$ cat config.mk
export PLATFORM = sky130hd
export DESIGN_NAME = ps2_rx_fifo_flat
export DESIGN_NICKNAME = d
export VERILOG_FILES = /design/src/rtl/ps2_rx_fifo_if.sv /design/src/rtl/ps2_rx_fifo.sv /design/src/flat_wrapper.sv
export SDC_FILE = /design/constraint.sdc
export NUM_CORES = 1
export LEC_CHECK = 0
export CAP_MARGIN = 10
export CORE_MARGIN = 4
export CORE_UTILIZATION = 40
export DETAILED_ROUTE_END_ITERATION = 12
export PLACE_DENSITY = 0.62
export SYNTH_ARGS = -nofsm -noshare
export SYNTH_HDL_FRONTEND = slang
export SYNTH_SLANG_ARGS = --single-unit
$ cat constraint.sdc
create_clock -name clk_nexys -period 8 [get_ports clk_nexys]
set_input_delay 1.6 -clock clk_nexys [delete_from_list [all_inputs] [get_ports clk_nexys]]
set_output_delay 1.6 -clock clk_nexys [all_outputs]
set_load 0.01 [all_outputs]
$ cat src/rtl/ps2_rx_fifo_if.sv
// ps2_rx_fifo_if: bus between the PS/2 line/host side and the ps2_rx_fifo receiver.
//  master : drives ps2c, ps2d, rd_en; observes the FIFO head, flags and event pulses
//  slave  : the receiver; outputs dato, fifo_empty, fifo_full, fifo_count and pulses
interface ps2_rx_fifo_if #(
    parameter int FIFO_AW = 3
);
    logic             ps2c;
    logic             ps2d;
    logic             rd_en;
    logic [7:0]       dato;
    logic             fifo_empty;
    logic             fifo_full;
    logic [FIFO_AW:0] fifo_count;
    logic             rx_done_tick;
    logic             parity_err;
    logic             frame_err;
    logic             timeout_err;
    logic             overflow;
    modport master (
        output ps2c, ps2d, rd_en,
        input  dato, fifo_empty, fifo_full, fifo_count,
        input  rx_done_tick, parity_err, frame_err, timeout_err, overflow
    );
    modport slave (
        input  ps2c, ps2d, rd_en,
        output dato, fifo_empty, fifo_full, fifo_count,
        output rx_done_tick, parity_err, frame_err, timeout_err, overflow
    );
endinterface

$ cat src/rtl/ps2_rx_fifo.sv
// ps2_rx_fifo: PS/2 device-to-host receiver with glitch filter, frame checks and byte FIFO.
//  clk_nexys : system clock
//  reset     : asynchronous, active-high reset
//  bus       : ps2_rx_fifo_if.slave
//              in  ps2c, ps2d (raw PS/2 lines), rd_en (pop FIFO head)
//              out dato (FWFT head), fifo_empty, fifo_full, fifo_count,
//                  rx_done_tick, parity_err, frame_err, timeout_err, overflow (1-cycle pulses)
module ps2_rx_fifo #(
    parameter int FILTER_LEN  = 8,
    parameter int TIMEOUT_CYC = 100000,
    parameter int FIFO_AW     = 3
) (
    input logic          clk_nexys,
    input logic          reset,
    ps2_rx_fifo_if.slave bus
);
    localparam int DEPTH = 2 ** FIFO_AW;
    localparam int TW = $clog2(TIMEOUT_CYC) + 1;
    localparam logic [TW-1:0] T_LAST = TW'(TIMEOUT_CYC - 1);
    localparam logic [FIFO_AW:0] CNT_FULL = (FIFO_AW + 1)'(DEPTH);
    localparam logic [1:0] IDLE = 2'd0, DATA = 2'd1, CHECK = 2'd2;

    logic [FILTER_LEN-1:0] filt_reg;
    logic                  f_ps2c, f_ps2c_next, fall;
    logic [1:0]            d_sync;
    logic                  d;
    logic [1:0]            state;
    logic [3:0]            n;
    logic [TW-1:0]         tcnt;
    logic [10:0]           sr;
    logic                  p, good, push, pop;
    logic [7:0]            mem [DEPTH];
    logic [FIFO_AW-1:0]    wr_ptr, rd_ptr;
    logic [FIFO_AW:0]      count, cnt_next;
    logic                  empty_r, full_r;
    logic                  rx_r, par_r, frm_r, to_r, ovf_r;

    // Filtered clock only changes on a full run of equal samples, otherwise holds.
    always_comb begin
        f_ps2c_next = &filt_reg ? 1'b1 : ~|filt_reg ? 1'b0 : f_ps2c;
        fall        = f_ps2c & ~f_ps2c_next;
        d           = d_sync[1];
    end

    // ps2d is synchronised; the filter delay on ps2c keeps it aligned with the data window.
    always_ff @(posedge clk_nexys or posedge reset) begin
        if (reset) begin
            filt_reg <= '0;
            f_ps2c   <= 1'b0;
            d_sync   <= 2'b00;
        end else begin
            filt_reg <= {bus.ps2c, filt_reg[FILTER_LEN-1:1]};
            f_ps2c   <= f_ps2c_next;
            d_sync   <= {d_sync[0], bus.ps2d};
        end
    end

    // Frame layout after the last shift: sr[10]=stop, sr[9]=parity, sr[8:1]=data, sr[0]=start.
    always_comb begin
        p        = ^sr[9:1];
        good     = (state == CHECK) & p & sr[10] & ~sr[0];
        pop      = bus.rd_en & ~empty_r;
        push     = good & (~full_r | pop);
        cnt_next = (push & ~pop) ? count + 1'b1 : (pop & ~push) ? count - 1'b1 : count;
    end

    always_ff @(posedge clk_nexys or posedge reset) begin
        if (reset) begin
            state <= IDLE;
            n     <= '0;
            tcnt  <= '0;
            sr    <= '0;
            rx_r  <= 1'b0;
            par_r <= 1'b0;
            frm_r <= 1'b0;
            to_r  <= 1'b0;
            ovf_r <= 1'b0;
        end else begin
            rx_r  <= 1'b0;
            par_r <= 1'b0;
            frm_r <= 1'b0;
            to_r  <= 1'b0;
            ovf_r <= 1'b0;
            case (state)
                IDLE: begin
                    if (fall && !d) begin
                        sr    <= {d, sr[10:1]};
                        n     <= 4'd9;
                        tcnt  <= '0;
                        state <= DATA;
                    end
                end
                DATA: begin
                    if (fall) begin
                        sr    <= {d, sr[10:1]};
                        tcnt  <= '0;
                        state <= (n == 4'd0) ? CHECK : DATA;
                        n     <= (n == 4'd0) ? n : n - 4'd1;
                    end else if (tcnt == T_LAST) begin
                        to_r  <= 1'b1;
                        state <= IDLE;
                    end else begin
                        tcnt <= tcnt + 1'b1;
                    end
                end
                CHECK: begin
                    par_r <= ~p;
                    frm_r <= p & ~(sr[10] & ~sr[0]);
                    rx_r  <= push;
                    ovf_r <= good & ~push;
                    state <= IDLE;
                end
                default: state <= IDLE;
            endcase
        end
    end

    always_ff @(posedge clk_nexys or posedge reset) begin
        if (reset) begin
            for (int i = 0; i < DEPTH; i++) mem[i] <= '0;
            wr_ptr  <= '0;
            rd_ptr  <= '0;
            count   <= '0;
            empty_r <= 1'b1;
            full_r  <= 1'b0;
        end else begin
            if (push) begin
                mem[wr_ptr] <= sr[8:1];
                wr_ptr      <= wr_ptr + 1'b1;
            end
            if (pop) rd_ptr <= rd_ptr + 1'b1;
            count   <= cnt_next;
            empty_r <= cnt_next == '0;
            full_r  <= cnt_next == CNT_FULL;
        end
    end

    assign bus.dato         = mem[rd_ptr];
    assign bus.fifo_empty   = empty_r;
    assign bus.fifo_full    = full_r;
    assign bus.fifo_count   = count;
    assign bus.rx_done_tick = rx_r;
    assign bus.parity_err   = par_r;
    assign bus.frame_err    = frm_r;
    assign bus.timeout_err  = to_r;
    assign bus.overflow     = ovf_r;
endmodule

$ cat src/flat_wrapper.sv
// flat-port wrapper written by rule: the top's interface ports become plain ports
module ps2_rx_fifo_flat 
#(
    parameter int FILTER_LEN  = 8,
    parameter int TIMEOUT_CYC = 100000,
    parameter int FIFO_AW     = 3
)
  (clk_nexys, reset, bus_ps2c, bus_ps2d, bus_rd_en, bus_dato, bus_fifo_empty, bus_fifo_full, bus_fifo_count, bus_rx_done_tick, bus_parity_err, bus_frame_err, bus_timeout_err, bus_overflow);
  ps2_rx_fifo_if #(.FIFO_AW(FIFO_AW)) bus_i ();
  input logic clk_nexys;
  input logic reset;
  input wire logic [$bits(bus_i.ps2c)-1:0] bus_ps2c;
  input wire logic [$bits(bus_i.ps2d)-1:0] bus_ps2d;
  input wire logic [$bits(bus_i.rd_en)-1:0] bus_rd_en;
  output wire logic [$bits(bus_i.dato)-1:0] bus_dato;
  output wire logic [$bits(bus_i.fifo_empty)-1:0] bus_fifo_empty;
  output wire logic [$bits(bus_i.fifo_full)-1:0] bus_fifo_full;
  output wire logic [$bits(bus_i.fifo_count)-1:0] bus_fifo_count;
  output wire logic [$bits(bus_i.rx_done_tick)-1:0] bus_rx_done_tick;
  output wire logic [$bits(bus_i.parity_err)-1:0] bus_parity_err;
  output wire logic [$bits(bus_i.frame_err)-1:0] bus_frame_err;
  output wire logic [$bits(bus_i.timeout_err)-1:0] bus_timeout_err;
  output wire logic [$bits(bus_i.overflow)-1:0] bus_overflow;
  assign bus_i.ps2c = bus_ps2c;
  assign bus_i.ps2d = bus_ps2d;
  assign bus_i.rd_en = bus_rd_en;
  assign bus_dato = bus_i.dato;
  assign bus_fifo_empty = bus_i.fifo_empty;
  assign bus_fifo_full = bus_i.fifo_full;
  assign bus_fifo_count = bus_i.fifo_count;
  assign bus_rx_done_tick = bus_i.rx_done_tick;
  assign bus_parity_err = bus_i.parity_err;
  assign bus_frame_err = bus_i.frame_err;
  assign bus_timeout_err = bus_i.timeout_err;
  assign bus_overflow = bus_i.overflow;
  ps2_rx_fifo #(.FILTER_LEN(FILTER_LEN), .TIMEOUT_CYC(TIMEOUT_CYC), .FIFO_AW(FIFO_AW)) u_core (.clk_nexys(clk_nexys), .reset(reset), .bus(bus_i));
endmodule
==> results of run 1 <==
## placed cells by master (no fill, tap or decap), drive strengths merged, types with 2 or more instances in the layout
master,n
buf,3
a31oi,2
mux2,82
nor2b,6
ha,7
inv,10
or3,4
or2b,2
xnor2,12
and3,5
nand3,13
nor4b,4
dfrtp,126
o21ai,11
clkdlybuf4s50,23
nor3,3
bufinv,4
mux2i,4
and4,2
and2,4
clkbuf,18
nand2,27
mux4,16
xor2,10
clkinvlp,4
nand4b,3
nand4,6
or4,2
nor2,25
nor4,9
a21oi,4
nand2b,2
clkinv,6
## cells by family after synthesis
kind of cell | synth area share, %
xor+xnor | 4.086
buf+inv | 2.128
simple gates | 12.81
fa+ha+maj | 1.490
mux | 22.73
compound gates | 2.682
flops | 54.08
## power by group through the flow
stage	Combinational [mW]	Clock, mW	Sequential (mW)
final	0.196	0.810	0.733
after global routing	0.217	0.857	0.740
after CTS	0.164	0.827	0.754
after detailed placement	0.163	0	0.765
after global placement	0.160	0	0.763
after floorplan	0.152	0	0.706
## worst reg2reg max path: stages (launching register included)
cell and delay, ns:
dfrtp_1 0.56, xor2_1 0.19, xnor3_2 0.52, mux2i_4 0.26
nand2b_1 0.43, nor4b_4 0.76, mux2_2 0.41
## metal layers
layer,GRT usage (%),vias up
met2,23.69,32
li1,-,1644
met5,0,-
met3,4.411,11
met4,4.200,0
met1,19.46,1770
## area by class of cell
class                      instances  area [um2]
sequential                       127        3179
multi-input combinational        281        2580
inverter                          10       40.04
tap                              184       230.2
timing repair buffer              26       272.8
fill                            1257        7546
clock inverter                    14       191.4
clock buffer                      18       439.2
## metrics by stage
step           power [mW]  cells  hold slack (ns)
2_1_floorplan      0.8581    439           0.3312
3_3_place_gp       0.9229    627           0.3319
3_5_place_dp       0.9286    627           0.3471
4_1_cts             1.745    659           0.3599
5_1_grt             1.814    660           0.3604
6_report            1.739    660           0.3589
## path summary, 6_finish.rpt
check                                       from                to  slack [ns]  cells after the start
worst min-delay path            u_core.d_sync[0]  u_core.d_sync[1]        0.36                      0
worst max register to register      u_core.sr[3]    u_core.mem[26]        4.76                      6
max in group asynchronous                  reset    u_core.mem[28]        4.96                      3
worst min register to register  u_core.d_sync[0]  u_core.d_sync[1]        0.36                      0
worst max-delay path            u_core.rd_ptr[1]       bus_dato[0]        3.88                      3
min in group asynchronous                  reset   u_core.tcnt[13]        1.60                      2
==> run summary, run 1 <==
RSZ-0062 raised after global routing -> no
DP Wirelength -> 7066 um
Slowest cell on the critical path -> dfrtp_1
Share of the clock period used by the worst path -> 51.50%
Cell internal pwr -> 1.306 mW
Core ar. -> 14480 um2
Die area -> 16700 um2
Wirelength, routed -> 11050 um
Async set-reset flop share out of synthesis -> 100.0%
Status -> finished, final reports clean
Gate power share -> 11.2%
EDFF count, synth -> 0
Critical Path Source Type -> flip-flop
Post-Layout Inst Area -> 6933 um2
Main synth FF type -> dfrtp_1
Met3 WL -> 342 um
Htree depth -> 4
Worst EP arrival -> 2.52 ns
Setup CP Type -> flip-flop to output pin
Crit path cell chain -> mux4_2 -> mux2_2 -> clkdlybuf4s50_1
Static Leakage -> 3.225 nW
Worst-Margin Slew -> 1.045 ns
Cell variety after synth -> 55
Largest net degree at the start of global routing -> 85
Post-synthesis sequential area ratio -> 54.08%
Slew margin rel. -> 30.34%
Synthesis-stage register bit count -> 127
Diodes inserted -> 0
Sink Count -> 127
Top delay family on crit path -> flip-flops
Setup bufs post-CTS -> 0
Worst Path Required -> 6.40 ns
Clk slew on worst S/H paths -> 0.06 ns
Synth warn -> 0
Post-CTS resize count -> 0
CP endpoint kind -> output pin
Met2 WL post-DR -> 5465 um
# DRC -> 0
Synth Cell Area -> 5879 um2
Worst Path Max Fanout -> 18
Final min period -> 4.120 ns
Flop pwr share -> 42.2%
Top-area cell type share of the netlist area -> 53.63%
Synthesized area per cell -> 13.39 um2
Fmax achieved -> 242.7 MHz
Buf/Inv on CP -> 1
Net count reported at finish -> 475
Most frequent cell after synthesis -> dfrtp_1
Wl on met1 -> 5130 um
Max reg flops -> 64
Setup WS pre-CTS -> 3.847 ns
Registers with the most flip-flops -> u_core.mem (64), u_core.tcnt (18), u_core.sr (11)
Final Wtd Congestion -> 0.7697
Synth cell count leaders -> 126 x dfrtp_1, 82 x mux2_2, 27 x nand2_1
Max_cap viols -> 0
Worst vdd ir -> 0.1426 mV
First-pass GRT wire length -> 19020 um
Sw power -> 0.4327 mW
Io pins -> 24
CTS tree -> built
Setup WS post-layout -> 3.880 ns
Area contributors post-synth -> dfrtp_1 54%, mux2_2 16%, mux4_2 6.1%
TNS Setup -> 0 ns
Overall via count from detail_route -> 3457
Finished Core Util -> 47.88%
Overall Global Routing Usage -> 14.72%
Pwr Density -> 250.8 nW/um2
Initial Utilization -> 40.61%
HP Class -> flip-flop to flip-flop
Worst Skew -> 0.005795 ns
Final hold vios -> 0
Area grow syn2layout -> 17.92%
DRT antenna net count -> 0
Clock Tree Buf Depth -> 2
Cell taking the most area after synthesis -> dfrtp_1
Syn_nets -> 451
Pins Over Slew Limit -> 0
Port Buffers -> 23
CP max stage delay -> 0.92 ns
Die Y -> 129.2 um
Row count -> 44
Initial antenna violation count -> 0
First drt pass iteration count -> 4
Setup violators final -> 0
Sw Ratio -> 24.88%
Layout cell share with drive strength beyond 1 -> 31.51%
Total gr overflow -> 0
Most flops, register -> u_core.mem
Hold_buf cts -> 0
Routed len/inst -> 16.74 um
Vias/cell -> 5.238
Top layer in use -> met4
Clock power share -> 46.6%
Clk Latency, worst-skew pair -> 0.41 ns
Clock buffer count from CTS -> 17
Die X -> 129.2 um
CTS root buffer -> clkbuf_16
DRT iter0 DRCs -> 129
Gate Count Post-Synth -> 439
Placed Area -> 6275 um2
Number of global-route vias before repair -> 3731
No activity file was read; power rests on OpenSTA's default activity.
==> inputs of run 2 (changes only) <==
==> constraint.sdc (replaced) <==
create_clock -name clk_nexys -period 3.86 [get_ports clk_nexys]
set_input_delay 0.772 -clock clk_nexys [delete_from_list [all_inputs] [get_ports clk_nexys]]
set_output_delay 0.772 -clock clk_nexys [all_outputs]
set_load 0.01 [all_outputs]
==> run summary, run 2 (synthesis results as in run 1) <==
Hold Path Depth -> 0
Clock buffer count from CTS -> 17
Area grow syn2layout -> 18.49%
CTS root buffer -> clkbuf_16
# DRC -> 0
CP endpoint kind -> flip-flop
TNS Setup -> 0 ns
Status -> finished, final reports clean
Die X -> 129.2 um
Crit path cell chain -> xnor2_1 -> xnor3_2 -> mux2i_4 -> nand2b_1 -> nor4b_4 -> mux2_2
Final min period -> 3.271 ns
Worst Path Required -> 4.15 ns
Pins Over Slew Limit -> 0
Wirelength, routed -> 11010 um
Io pins -> 24
Htree depth -> 4
Overall Global Routing Usage -> 14.58%
Final Wtd Congestion -> 0.7612
Buf/Inv on CP -> 0
Layout cell share with drive strength beyond 1 -> 31.94%
CTS tree -> built
Total Power -> 3.622 mW
Sink Count -> 127
Vias/cell -> 5.297
Overall via count from detail_route -> 3512
Port Buffers -> 23
CP Depth -> 6
# fillers -> 1259
Final hold slack -> 0.3551 ns
Post-CTS resize count -> 0
Slew margin rel. -> 33.82%
Setup bufs post-CTS -> 0
Worst Path Max Fanout -> 11
Diodes inserted -> 0
Clk Latency, worst-skew pair -> 0.41 ns
Setup violators final -> 0
Net count reported at finish -> 478
Final hold vios -> 0
Placed Area -> 6331 um2
Worst R2R Start -> u_core.sr[6]
Critical Path Source Type -> flip-flop
HP Class -> flip-flop to flip-flop
Dpl cells -> 631
Worst-Margin Slew -> 0.9873 ns
Pwr Density -> 519.9 nW/um2
Setup CP Type -> flip-flop to flip-flop
Number of global-route vias before repair -> 3645
CP max stage delay -> 0.75 ns
Worst R2R Path Depth -> 6
DP Wirelength -> 7327 um
Initial antenna violation count -> 0
Top delay family on crit path -> simple AND/OR/NAND/NOR gates
Clock Tree Buf Depth -> 2
Routed len/inst -> 16.61 um
Worst Min Path Start -> u_core.d_sync[0]
Most frequent cells in the layout -> 126 x dfrtp_1, 82 x mux2_2, 27 x nand2_1, 25 x nor2_1, 23 x clkdlybuf4s50_1
Finished Core Util -> 48.12%
Critical path origin -> u_core.sr[6]
Largest net degree at the start of global routing -> 40
Max_cap viols -> 0
First drt pass iteration count -> 4
Post-Layout Inst Area -> 6967 um2
Clk slew on worst S/H paths -> 0.06 ns
Die Y -> 129.2 um
Hold_buf cts -> 0
Row count -> 44
Fmax achieved -> 305.7 MHz
Static Leakage -> 3.243 nW
Initial Utilization -> 40.61%
DRT antenna net count -> 0
Slowest cell on the critical path -> nor4b_4
Worst EP arrival -> 3.57 ns
First-pass GRT wire length -> 18710 um
Worst vdd ir -> 0.3912 mV
Setup WS post-layout -> 0.5893 ns
Most common cell after layout, fill and taps aside -> dfrtp_1
Share of the clock period used by the worst path -> 84.73%
DRT iter0 DRCs -> 177
Registers with the most flip-flops -> u_core.mem (64), u_core.tcnt (18), u_core.sr (11)
Finished Layout Cells -> 663
Worst Skew -> 0.006072 ns
RSZ-0062 raised after global routing -> no
Total gr overflow -> 0
Max reg flops -> 64
Core ar. -> 14480 um2
Setup WS pre-CTS -> 0.5166 ns
Die area -> 16700 um2
Most flops, register -> u_core.mem
[run 2: cell types whose count changed in the layout (fill, tap and decap cells not counted)]
cell        delta
inv_6          +4
clkinv_4       +1
clkbuf_8       -1
buf_4          +2
buf_12         +2
buf_16         -1
inv_4          -1
clkinv_2       -2
clkinvlp_4     -1
[run 2: worst paths after layout]
kind	slack, ns	to
setup / recovery	0.59	u_core.mem[41]
min in group asynchronous	0.90	u_core.mem[36]
max in group asynchronous	2.20	u_core.mem[31]
hold reg to reg	0.36	u_core.d_sync[1]
hold / removal	0.36	u_core.d_sync[1]
setup reg to reg	0.59	u_core.mem[41]
[run 2: cell type report]
cell class | instances | area (um2) | share of cell area (%)
flip-flops and latches | 127 | 3179 | 45.64
multi-input cells | 281 | 2580 | 37.03
clock buffers | 17 | 425.4 | 6.106
repair buffers | 29 | 300.3 | 4.310
well taps | 184 | 230.2 | 3.305
clock inverters | 15 | 210.2 | 3.017
inverters | 10 | 41.29 | 0.5927
[run 2: per-layer routing]
metal | track usage (%) | wire length [um] | part of all wire (%) | vias up
met3 | 4.946 | 372 | 3.4 | 14
met5 | 0 | 0 | 0 | -
met1 | 18.86 | 5076 | 46 | 1804
met2 | 23.48 | 5463 | 50 | 38
met4 | 4.200 | 99 | 0.90 | 0
li1 | - | - | - | 1656
[run 2: power by group]
group          switching, mW  internal (mW)
Sequential            0.0734           1.39
Clock                  0.617           1.09
Combinational          0.239          0.214
[run 2: worst register-to-register path, cell delays in order (launching register included)]
cell and delay, ns:
dfrtp_1 0.50, xnor2_1 0.34, xnor3_2 0.46, mux2i_4 0.25
nand2b_1 0.43, nor4b_4 0.75, mux2_2 0.42
==> inputs of run 3 (changes only) <==
--- a/config.mk
+++ b/config.mk
@@ -9,7 +9,7 @@
 export CORE_MARGIN = 4
 export CORE_UTILIZATION = 40
 export DETAILED_ROUTE_END_ITERATION = 12
-export PLACE_DENSITY = 0.62
+export PLACE_DENSITY = 0.64
 export SYNTH_ARGS = -nofsm -noshare
 export SYNTH_HDL_FRONTEND = slang
 export SYNTH_SLANG_ARGS = --single-unit
==> constraint.sdc (replaced) <==
create_clock -name clk_nexys -period 3 [get_ports clk_nexys]
set_input_delay 0.6 -clock clk_nexys [delete_from_list [all_inputs] [get_ports clk_nexys]]
set_output_delay 0.6 -clock clk_nexys [all_outputs]
set_load 0.01 [all_outputs]
==> run summary, run 3 (synthesis results as in run 1) <==
TNS Setup -> 0 ns
Final min period -> 2.890 ns
Most common cell after layout, fill and taps aside -> dfrtp_1
Clock power share -> 47.5%
# fillers -> 1219
Setup WS post-layout -> 0.1098 ns
Core ar. -> 14480 um2
Vias/cell -> 5.268
Fmax achieved -> 346.0 MHz
Initial Utilization -> 40.61%
Worst R2R Start -> u_core.sr[4]
DP Wirelength -> 7527 um
Setup violators final -> 0
Die X -> 129.2 um
Pins Over Slew Limit -> 0
Worst-Margin Slew -> 0.7360 ns
Die area -> 16700 um2
Clk slew on worst S/H paths -> 0.06 ns
First-pass GRT wire length -> 19320 um
Initial antenna violation count -> 0
Net count reported at finish -> 493
Die Y -> 129.2 um
Sw power -> 1.136 mW
Critical path origin -> u_core.rd_ptr[0]
Port Buffers -> 23
Htree depth -> 4
Largest net degree at the start of global routing -> 61
Final hold slack -> 0.3496 ns
Hold_buf cts -> 0
Registers with the most flip-flops -> u_core.mem (64), u_core.tcnt (18), u_core.sr (11)
Setup CP Type -> flip-flop to output pin
Worst Path Max Fanout -> 18
Setup bufs post-CTS -> 0
Area grow syn2layout -> 20.83%
Worst Path Required -> 2.40 ns
Total gr overflow -> 0
First drt pass iteration count -> 4
CP endpoint kind -> output pin
Gate power share -> 12.6%
Max reg flops -> 64
Overall Global Routing Usage -> 15.03%
Cell internal pwr -> 3.598 mW
Worst Min Path Start -> u_core.d_sync[0]
Setup WS pre-CTS -> 0.1197 ns
Share of the clock period used by the worst path -> 96.34%
Routed len/inst -> 16.69 um
DRT iter0 DRCs -> 132
Max_cap viols -> 0
Pwr Density -> 666.2 nW/um2
Most flops, register -> u_core.mem
Sw Ratio -> 23.99%
Status -> finished, final reports clean
Io pins -> 24
# DRC -> 0
RSZ-0062 raised after global routing -> no
Static Leakage -> 3.333 nW
Critical Path Source Type -> flip-flop
Layout cell share with drive strength beyond 1 -> 33.40%
Final hold vios -> 0
Worst vdd ir -> 0.4285 mV
Number of global-route vias before repair -> 3763
Sink Count -> 127
CTS tree -> built
Slew margin rel. -> 49.66%
Flop pwr share -> 39.9%
Overall via count from detail_route -> 3572
Row count -> 44
Final Wtd Congestion -> 0.7703
Wirelength, routed -> 11310 um
Clock buffer count from CTS -> 17
Clock Tree Buf Depth -> 2
Worst Skew -> 0.008131 ns
CTS root buffer -> clkbuf_16
Clk Latency, worst-skew pair -> 0.42 ns
Post-CTS resize count -> 0
Most frequent cells in the layout -> 126 x dfrtp_1, 82 x mux2_2, 27 x nand2_1, 25 x nor2_1, 23 x clkdlybuf4s50_1
HP Class -> flip-flop to flip-flop
DRT antenna net count -> 0
Diodes inserted -> 0
Worst EP arrival -> 2.29 ns
run 3: cell count changes in the layout (fill, tap and decap cells not counted), sizes merged:
cell    before  now
clkinv       5    3
inv         13    9
bufinv       4    5
clkbuf      17   22
buf          6   21
run 3: worst paths after layout:
kind,endpoint,slack (ns),depth (start not counted)
worst max-delay path,bus_dato[4],0.11,4
worst min-delay path,u_core.d_sync[1],0.35,0
worst max register to register,u_core.mem[52],0.18,7
worst min register to register,u_core.d_sync[1],0.35,0
max in group asynchronous,u_core.tcnt[3],1.98,3
min in group asynchronous,u_core.mem[6],0.63,3
run 3: layout make-up:
cell class / instances / area [um2] / share of cell area, %
Sequential cell: 127 / 3179 / 44.75
Multi-Input combinational cell: 281 / 2580 / 36.32
Clock buffer: 22 / 464.2 / 6.534
Timing Repair Buffer: 44 / 425.4 / 5.988
Tap cell: 184 / 230.2 / 3.241
Clock inverter: 10 / 183.9 / 2.589
Inverter: 10 / 41.29 / 0.5812
run 3: stage by stage:
stage | std cells | area (um2) | power, mW | utilization [%]
global route | 678 | 7104 | 4.914 | 49.07
global placement | 646 | 6456 | 2.509 | 44.59
CTS | 678 | 7104 | 4.785 | 49.07
floorplan | 439 | 5883 | 2.289 | -
detailed placement | 646 | 6456 | 2.528 | 44.59
finish | 678 | 7104 | 4.733 | 49.07
run 3: routing by layer:
| metal | part of all wire [%] | vias up | GRT usage, % |
|---|---|---|---|
| li1 | - | 1678 | - |
| met1 | 46 | 1829 | 19.31 |
| met2 | 50 | 48 | 24.18 |
| met3 | 3.0 | 17 | 3.998 |
| met4 | 1.6 | 0 | 6.300 |
| met5 | 0 | - | 0 |
run 3: power groups by stage:
stage	Clock [mW]	Sequential, mW	Combinational, mW
after floorplan	0	1.88	0.405
after detailed placement	0	1.92	0.610
after global routing	2.36	1.90	0.655
after CTS	2.29	1.89	0.609
final	2.25	1.89	0.596
after global placement	0	1.92	0.593
run 3: critical path, cell delays in order (launching register included):
cell             delay (ns)
dfrtp_1                0.37
buf_12                 0.20
mux4_2                 0.52
mux2_2                 0.29
clkdlybuf4s50_1        0.49
==> RTL change 1: new RTL, flow settings as in run 2 <==
`FIFO_AW` is set to 3 in 3 places; all go to 2.
--- a/src/rtl/ps2_rx_fifo_if.sv
+++ b/src/rtl/ps2_rx_fifo_if.sv
@@ -3,5 +3,5 @@
 //  slave  : the receiver; outputs dato, fifo_empty, fifo_full, fifo_count and pulses
 interface ps2_rx_fifo_if #(
-    parameter int FIFO_AW = 3
+    parameter int FIFO_AW = 2
 );
     logic             ps2c;
--- a/src/rtl/ps2_rx_fifo.sv
+++ b/src/rtl/ps2_rx_fifo.sv
@@ -9,5 +9,5 @@
     parameter int FILTER_LEN  = 8,
     parameter int TIMEOUT_CYC = 100000,
-    parameter int FIFO_AW     = 3
+    parameter int FIFO_AW     = 2
 ) (
     input logic          clk_nexys,
--- a/src/flat_wrapper.sv
+++ b/src/flat_wrapper.sv
@@ -4,5 +4,5 @@
     parameter int FILTER_LEN  = 8,
     parameter int TIMEOUT_CYC = 100000,
-    parameter int FIFO_AW     = 3
+    parameter int FIFO_AW     = 2
 )
   (clk_nexys, reset, bus_ps2c, bus_ps2d, bus_rd_en, bus_dato, bus_fifo_empty, bus_fifo_full, bus_fifo_count, bus_rx_done_tick, bus_parity_err, bus_frame_err, bus_timeout_err, bus_overflow);
Interface: changed (resized bus_fifo_count); port bits go from 24 to 23. No check against the original RTL was run, so the function may have changed too.
==> RTL change 1 against run 2 <==
Wire length shrank 31%; maximum frequency grew 9.5%; synthesized area shrank 28%; final area shrank 31%; power shrank 44%; first-iteration DRC count shrank 36%; sequential cell count shrank 35; setup slack gained 0.28 ns; critical endpoint is now bus_dato[0]; highest routed layer unchanged.
==> RTL change 1: results (changes against run 2) <==
** Synthesis
- Yosys cell types :: 50 (-9.1%)
- The xor-xnor portion of the synthesized cell area came to 5.85% (+1.8 points).
- The portion of the post-synthesis area used by sequential elements was 54.4% (+0.30 points).
- The area share of fa/ha/maj cells after synthesis came to 2.66% (+1.2 points).
- Sorting the synthesized cells by how often they occur yields sky130_fd_sc_hd__dfrtp_1 (91), sky130_fd_sc_hd__mux2_2 (41), sky130_fd_sc_hd__nor2_1 (23).
- Area fraction in compound gates after synthesis :: 5.49% (+2.8 points)
- Synthesized net count :: 351 (-22%)
- By area the synthesized netlist is led by sky130_fd_sc_hd__dfrtp_1 (54%), sky130_fd_sc_hd__mux2_2 (11%), sky130_fd_sc_hd__mux4_2 (4.3%).
- Mux cell area share after synthesis :: 16.3% (-6.5 points)

** Drt
- Number of DRC violations after detailed-routing iteration 0 :: 113 (-36%)
- Detailed Route WL :: 7.59 mm (-31%)
- DR vias/cell :: 5.17 (-2.4%)

** Clock tree
- Cts bufs inserted :: 9 (-8)
- Latest clock arrival within the worst-skew pair :: 0.37 ns (-0.04 ns)
- Clock-pin slew of the registers on the worst-case setup and hold paths :: 0.09 ns (+0.03 ns)
- The number of H-tree levels was 3 (-1).
- Clock tree root driver cell :: sky130_fd_sc_hd__clkbuf_8

** Place
- The minimum setup slack after placement was 1.05 ns (+0.534 ns).
- IO Port Bufs :: 22 (-4.3%)
- The last weighted congestion value of the routability-driven placer was 0.760 (-0.20%).
- The detailed-placement wirelength estimate was 5.22 mm (-29%).

** Global route
- The number of global-route vias before repair came to 2593 (-29%).
- Wire length of the first global-routing pass :: 13.1 mm (-30%)
- The largest net degree at the start of global routing was 58 (+45%).
- Antenna violations before repair :: 0 (unchanged)
- The global routing usage summed across all routing layers is 13.1% (-1.5 points).

** Critical path
- Slowest-stage cell, CP :: sky130_fd_sc_hd__dfrtp_1
- The largest fanout of any net on the critical path is 10 (-1).
- Data arrival time of the critical path :: 2.21 ns (-1.36 ns)

** Power
- The largest voltage drop on the vdd net came to 0.239 mV (-39%).
- Switching Share :: 27.0% (+1.3 points)
- The leakage power figure came to 2.18 nW (-33%).

** Cells and area
- Inserted Diodes :: 0 (unchanged)
- Layout cell share with drive strength beyond 1 :: 23.1% (-8.8 points)
- Final nets :: 377 (-21%)
- Filler cells :: 969 (-23%)
- In the final layout, the registers with the most flip-flops are u_core.mem (32), u_core.tcnt (18), u_core.sr (11).

** Outcome
- The flow ran to the end, and the final reports show no timing, DRC or antenna violations.

** Timing
- Worst clock skew on the final layout :: 0.0110 ns (+0.00495 ns)
- The maximum achievable frequency came to 335 MHz (+9.5%).
## RTL change 1: cell type report
cell class	instances	share of cell area, %
clock buffers	10	2.85
multi-input cells	225	38.5
repair buffers	24	5.13
clock inverters	6	1.45
flip-flops and latches	92	47.7
inverters	11	0.880
well taps	136	3.52
## RTL change 1: critical path: cells and delay by family (launching register included)
| kind | cells | cell delay (ns) |
|---|---|---|
| buf+inv | 1 | 0.49 |
| flops | 1 | 0.75 |
| mux | 1 | 0.60 |
## RTL change 1: power by group through the flow
stage	combinational, W	sequential [W]	clock [W]
5_1_grt	0.000263	0.00111	0.000744
3_5_place_dp	0.000241	0.00112	0
3_3_place_gp	0.000239	0.00112	0
2_1_floorplan	0.000190	0.00107	0
6_report	0.000237	0.00110	0.000678
4_1_cts	0.000242	0.00110	0.000711
## RTL change 1: path summary, 6_finish.rpt
| check | from | to | depth (start not counted) |
|---|---|---|---|
| min | u_core.d_sync[0] | u_core.d_sync[1] | 0 |
| min reg2reg | u_core.d_sync[0] | u_core.d_sync[1] | 0 |
| max | u_core.rd_ptr[0] | bus_dato[0] | 2 |
| min in group asynchronous | reset | u_core.tcnt[17] | 2 |
| max in group asynchronous | reset | u_core.sr[1] | 3 |
| max reg2reg | u_core.tcnt[0] | u_core.tcnt[16] | 7 |
## RTL change 1: per-layer routing
metal / track usage (%) / vias to the layer above / share of wire, %
met2: 20.4 / 37 / 48
met5: 0 / - / 0
li1: - / 1254 / -
met4: 4.11 / 0 / 1.4
met1: 17.8 / 1302 / 47
met3: 3.77 / 12 / 3.8
## RTL change 1: logic make-up after synthesis
| kind of cell | count (synthesis) |
|---|---|
| AND/OR/NAND/NOR | 104 |
| flip-flops | 92 |
| adder cells (fa/ha/maj) | 9 |
| AO/OA/AOI/OAI | 34 |
| buffers and inverters | 20 |
| XOR/XNOR | 25 |
| multiplexers | 53 |
## RTL change 1: through the flow
step	cells	util [%]	instance area, µm²	power [W]	hold WS [ns]
final	504	46.8	4830	0.00201	0.360
after detailed placement	488	44.8	4620	0.00136	0.340
after floorplan	337	-	4240	0.00126	0.331
after CTS	504	46.8	4830	0.00205	0.362
after global placement	488	44.8	4620	0.00136	0.344
after global routing	504	46.8	4830	0.00212	0.367
==> RTL change 2: new RTL, config.mk and constraints of run 2 <==
Without the edit above. Reset style: synchronous (`reset`), changed in 3 clocked blocks. Comments in the files are not updated.
--- a/src/rtl/ps2_rx_fifo.sv
+++ b/src/rtl/ps2_rx_fifo.sv
@@ -44,5 +44,5 @@
 
     // ps2d is synchronised; the filter delay on ps2c keeps it aligned with the data window.
-    always_ff @(posedge clk_nexys or posedge reset) begin
+    always_ff @(posedge clk_nexys) begin
         if (reset) begin
             filt_reg <= '0;
@@ -65,5 +65,5 @@
     end
 
-    always_ff @(posedge clk_nexys or posedge reset) begin
+    always_ff @(posedge clk_nexys) begin
         if (reset) begin
             state <= IDLE;
@@ -116,5 +116,5 @@
     end
 
-    always_ff @(posedge clk_nexys or posedge reset) begin
+    always_ff @(posedge clk_nexys) begin
         if (reset) begin
             for (int i = 0; i < DEPTH; i++) mem[i] <= '0;
Behaviour: no difference found for any inputs over 10 cycles, from zero or initial values and one cycle with reset high; that may be too few to reach the edited logic, so the function may still have changed.
==> RTL change 2 against run 2 <==
Sequential share of layout area grew 0.70 points; synthesized area is 1.9% higher; power decreased by 3.0%; wire length is 12% higher; via count grew 6.9%; setup slack better by 0.065 ns; final area is 0.47% higher; sequential cell count rose by 3; critical path type is now register to primary output; largest cell class unchanged; highest routed layer unchanged.
==> RTL change 2: results (changes against run 2) <==
** Outcome
- The flow ran to the end, and the final reports show no timing, DRC or antenna violations.

** Min path
- Endpoint, Worst Hold :: u_core.d_sync[1]
- The worst hold path begins at u_core.d_sync[0].
- Min-delay worst type :: register to register
- The count of cells along the worst hold path is 1 (+1).

** Clock tree
- CTS placed an instance of sky130_fd_sc_hd__clkbuf_16 at the clock tree root.
- Cts bufs inserted :: 17 (unchanged)

** Place
- Placed cell count :: 690 (+9.4%)
- The instance area after placement came to 0.00639 mm² (+0.91%).
- The minimum setup slack after placement is 0.883 ns (+0.367 ns).
- The last weighted congestion value of the routability-driven placer was 0.810 (+6.5%).
- Half-perimeter wire length after detailed placement :: 8.28 mm (+13%)
- The total of buffers placed on input and output ports was 23 (unchanged).

** Critical path
- In this run the critical register-to-register path is captured at u_core.mem[4][1].
- Internal reg-to-reg setup slack :: 1.11 ns (+0.52 ns)
- Cell count of the worst reg-to-reg path :: 6 (unchanged)
- The startpoint identified for the worst register-to-register timing path is u_core.sr[8].
- Slowest-stage cell, CP :: sky130_fd_sc_hd__dfxtp_1
- The largest fanout of any net on the critical path came to 16 (+5).
- Data arrival time of the critical path :: 2.43 ns (-1.14 ns)
- Maximum cell stage delay along the critical path :: 0.81 ns (+0.06 ns)
- The cell family contributing the most delay on the critical path is flip-flops.

** Cells and area
- Layout cell share with drive strength beyond 1 :: 17.8% (-14 points)
- Filler cells :: 1269 (+0.79%)
- The number of nets at the end of the flow was 537 (+12%).

** Synthesis
- Yosys cell types :: 63 (+15%)
- Ys async rst share :: 0% (-100 points)
- Sequential area share after synthesis :: 54.1% (about the same)
- The mean area per synthesized cell was 11.9 µm² (-11%).
- Synthesized net count :: 514 (+14%)
- By area the synthesized netlist is led by sky130_fd_sc_hd__edfxtp_1 (32%), sky130_fd_sc_hd__dfxtp_1 (22%), sky130_fd_sc_hd__and2_1 (6.7%).
- In the synthesized netlist the dominant register cell turns out to be sky130_fd_sc_hd__dfxtp_1.
- Number of synthesized flops with an enable pin :: 64 (+64)
- The count of warnings emitted by yosys is 0 (unchanged).
- Synth top cells by count :: sky130_fd_sc_hd__dfxtp_1 (66), sky130_fd_sc_hd__and2_1 (64), sky130_fd_sc_hd__edfxtp_1 (64)

** Drt
- Routed via count :: 3753 (+6.9%)
- Wire per inst :: 17.0 µm (+2.4%)
- The post-route met1 wirelength was 5.81 mm (+14%).
- The number of DRC markers after the initial detailed-route iteration was 223 (+26%).
- Met2 routed WL :: 5.71 mm (+4.5%)
- DR vias/cell :: 5.20 (-1.9%)
- DR WL met3 :: 616 µm (+66%)

** Timing
- Worst clock skew on the final layout :: 0.0120 ns (+0.00592 ns)
- Worst relative slew slack :: 48.7% (+15 points)
- The worst hold slack after final layout is 0.440 ns (+0.0849 ns).

** Power
- The largest voltage drop on the vdd net is 0.447 mV (+14%).
- The leakage power figure was 2.51 nW (-23%).
- Internal Power :: 0.00275 W (+2.1%)

** Global route
- Largest net degree at the start of global routing :: 38 (-5.0%)
- The global routing usage summed across all routing layers is 15.8% (+1.2 points).
- Wire length of the first global-routing pass :: 20.3 mm (+8.5%)
-- RTL change 2: cell count changes after synthesis, moves of 9 or more --
cell and change:
sky130_fd_sc_hd__mux2i_1 +9, sky130_fd_sc_hd__nor2_1 +18, sky130_fd_sc_hd__dfxtp_1 +66, sky130_fd_sc_hd__a211oi_1 +9
sky130_fd_sc_hd__dfrtp_1 -126, sky130_fd_sc_hd__edfxtp_1 +64, sky130_fd_sc_hd__and2_1 +60, sky130_fd_sc_hd__a21oi_1 +13
sky130_fd_sc_hd__mux2_2 -74
-- RTL change 2: area by class of cell --
| cell class | count | area, µm² | area share [%] |
|---|---|---|---|
| clock buffers | 23 | 510 | 7.29 |
| repair buffers | 31 | 285 | 4.08 |
| flip-flops and latches | 130 | 3240 | 46.3 |
| well taps | 184 | 230 | 3.29 |
| multi-input cells | 337 | 2600 | 37.1 |
| clock inverters | 9 | 100 | 1.43 |
| inverters | 8 | 30.0 | 0.429 |
-- RTL change 2: cell families after synthesis --
family                   Yosys count  share of synthesized area, %
flip-flops                       130                          54.1
multiplexers                      38                          10.0
buffers and inverters             35                          2.48
AND/OR/NAND/NOR                  218                          21.7
adder cells (fa/ha/maj)            7                          1.46
AO/OA/AOI/OAI                     52                          6.47
XOR/XNOR                          22                          3.72
-- RTL change 2: layer usage --
| metal | global-route usage (%) | vias up |
|---|---|---|
| li1 | - | 1853 |
| met1 | 21.9 | 1804 |
| met2 | 23.8 | 84 |
| met3 | 3.90 | 12 |
| met4 | 6.65 | 0 |
| met5 | 0 | - |
-- RTL change 2: worst max path at each step --
stage / startpoint / cells past startpoint / slack (ns) / endpoint
finish: register / 3 / 0.65 / bus_dato[7]
global route: register / 3 / 0.58 / bus_dato[7]
CTS: register / 3 / 0.60 / bus_dato[7]
detailed placement: bus_rd_en / 7 / 0.88 / u_core.bus.fifo_empty
global placement: bus_rd_en / 7 / 0.96 / u_core.bus.fifo_full
floorplan: register / 4 / 1.27 / bus_dato[0]
-- RTL change 2: power by group through the flow --
stage          Sequential, W  Combinational [W]  Clock [W]
6_report             0.00155           0.000349    0.00161
5_1_grt              0.00156           0.000379    0.00170
4_1_cts              0.00155           0.000355    0.00165
3_5_place_dp         0.00158           0.000352          0
3_3_place_gp         0.00158           0.000351          0
2_1_floorplan        0.00157           0.000235          0
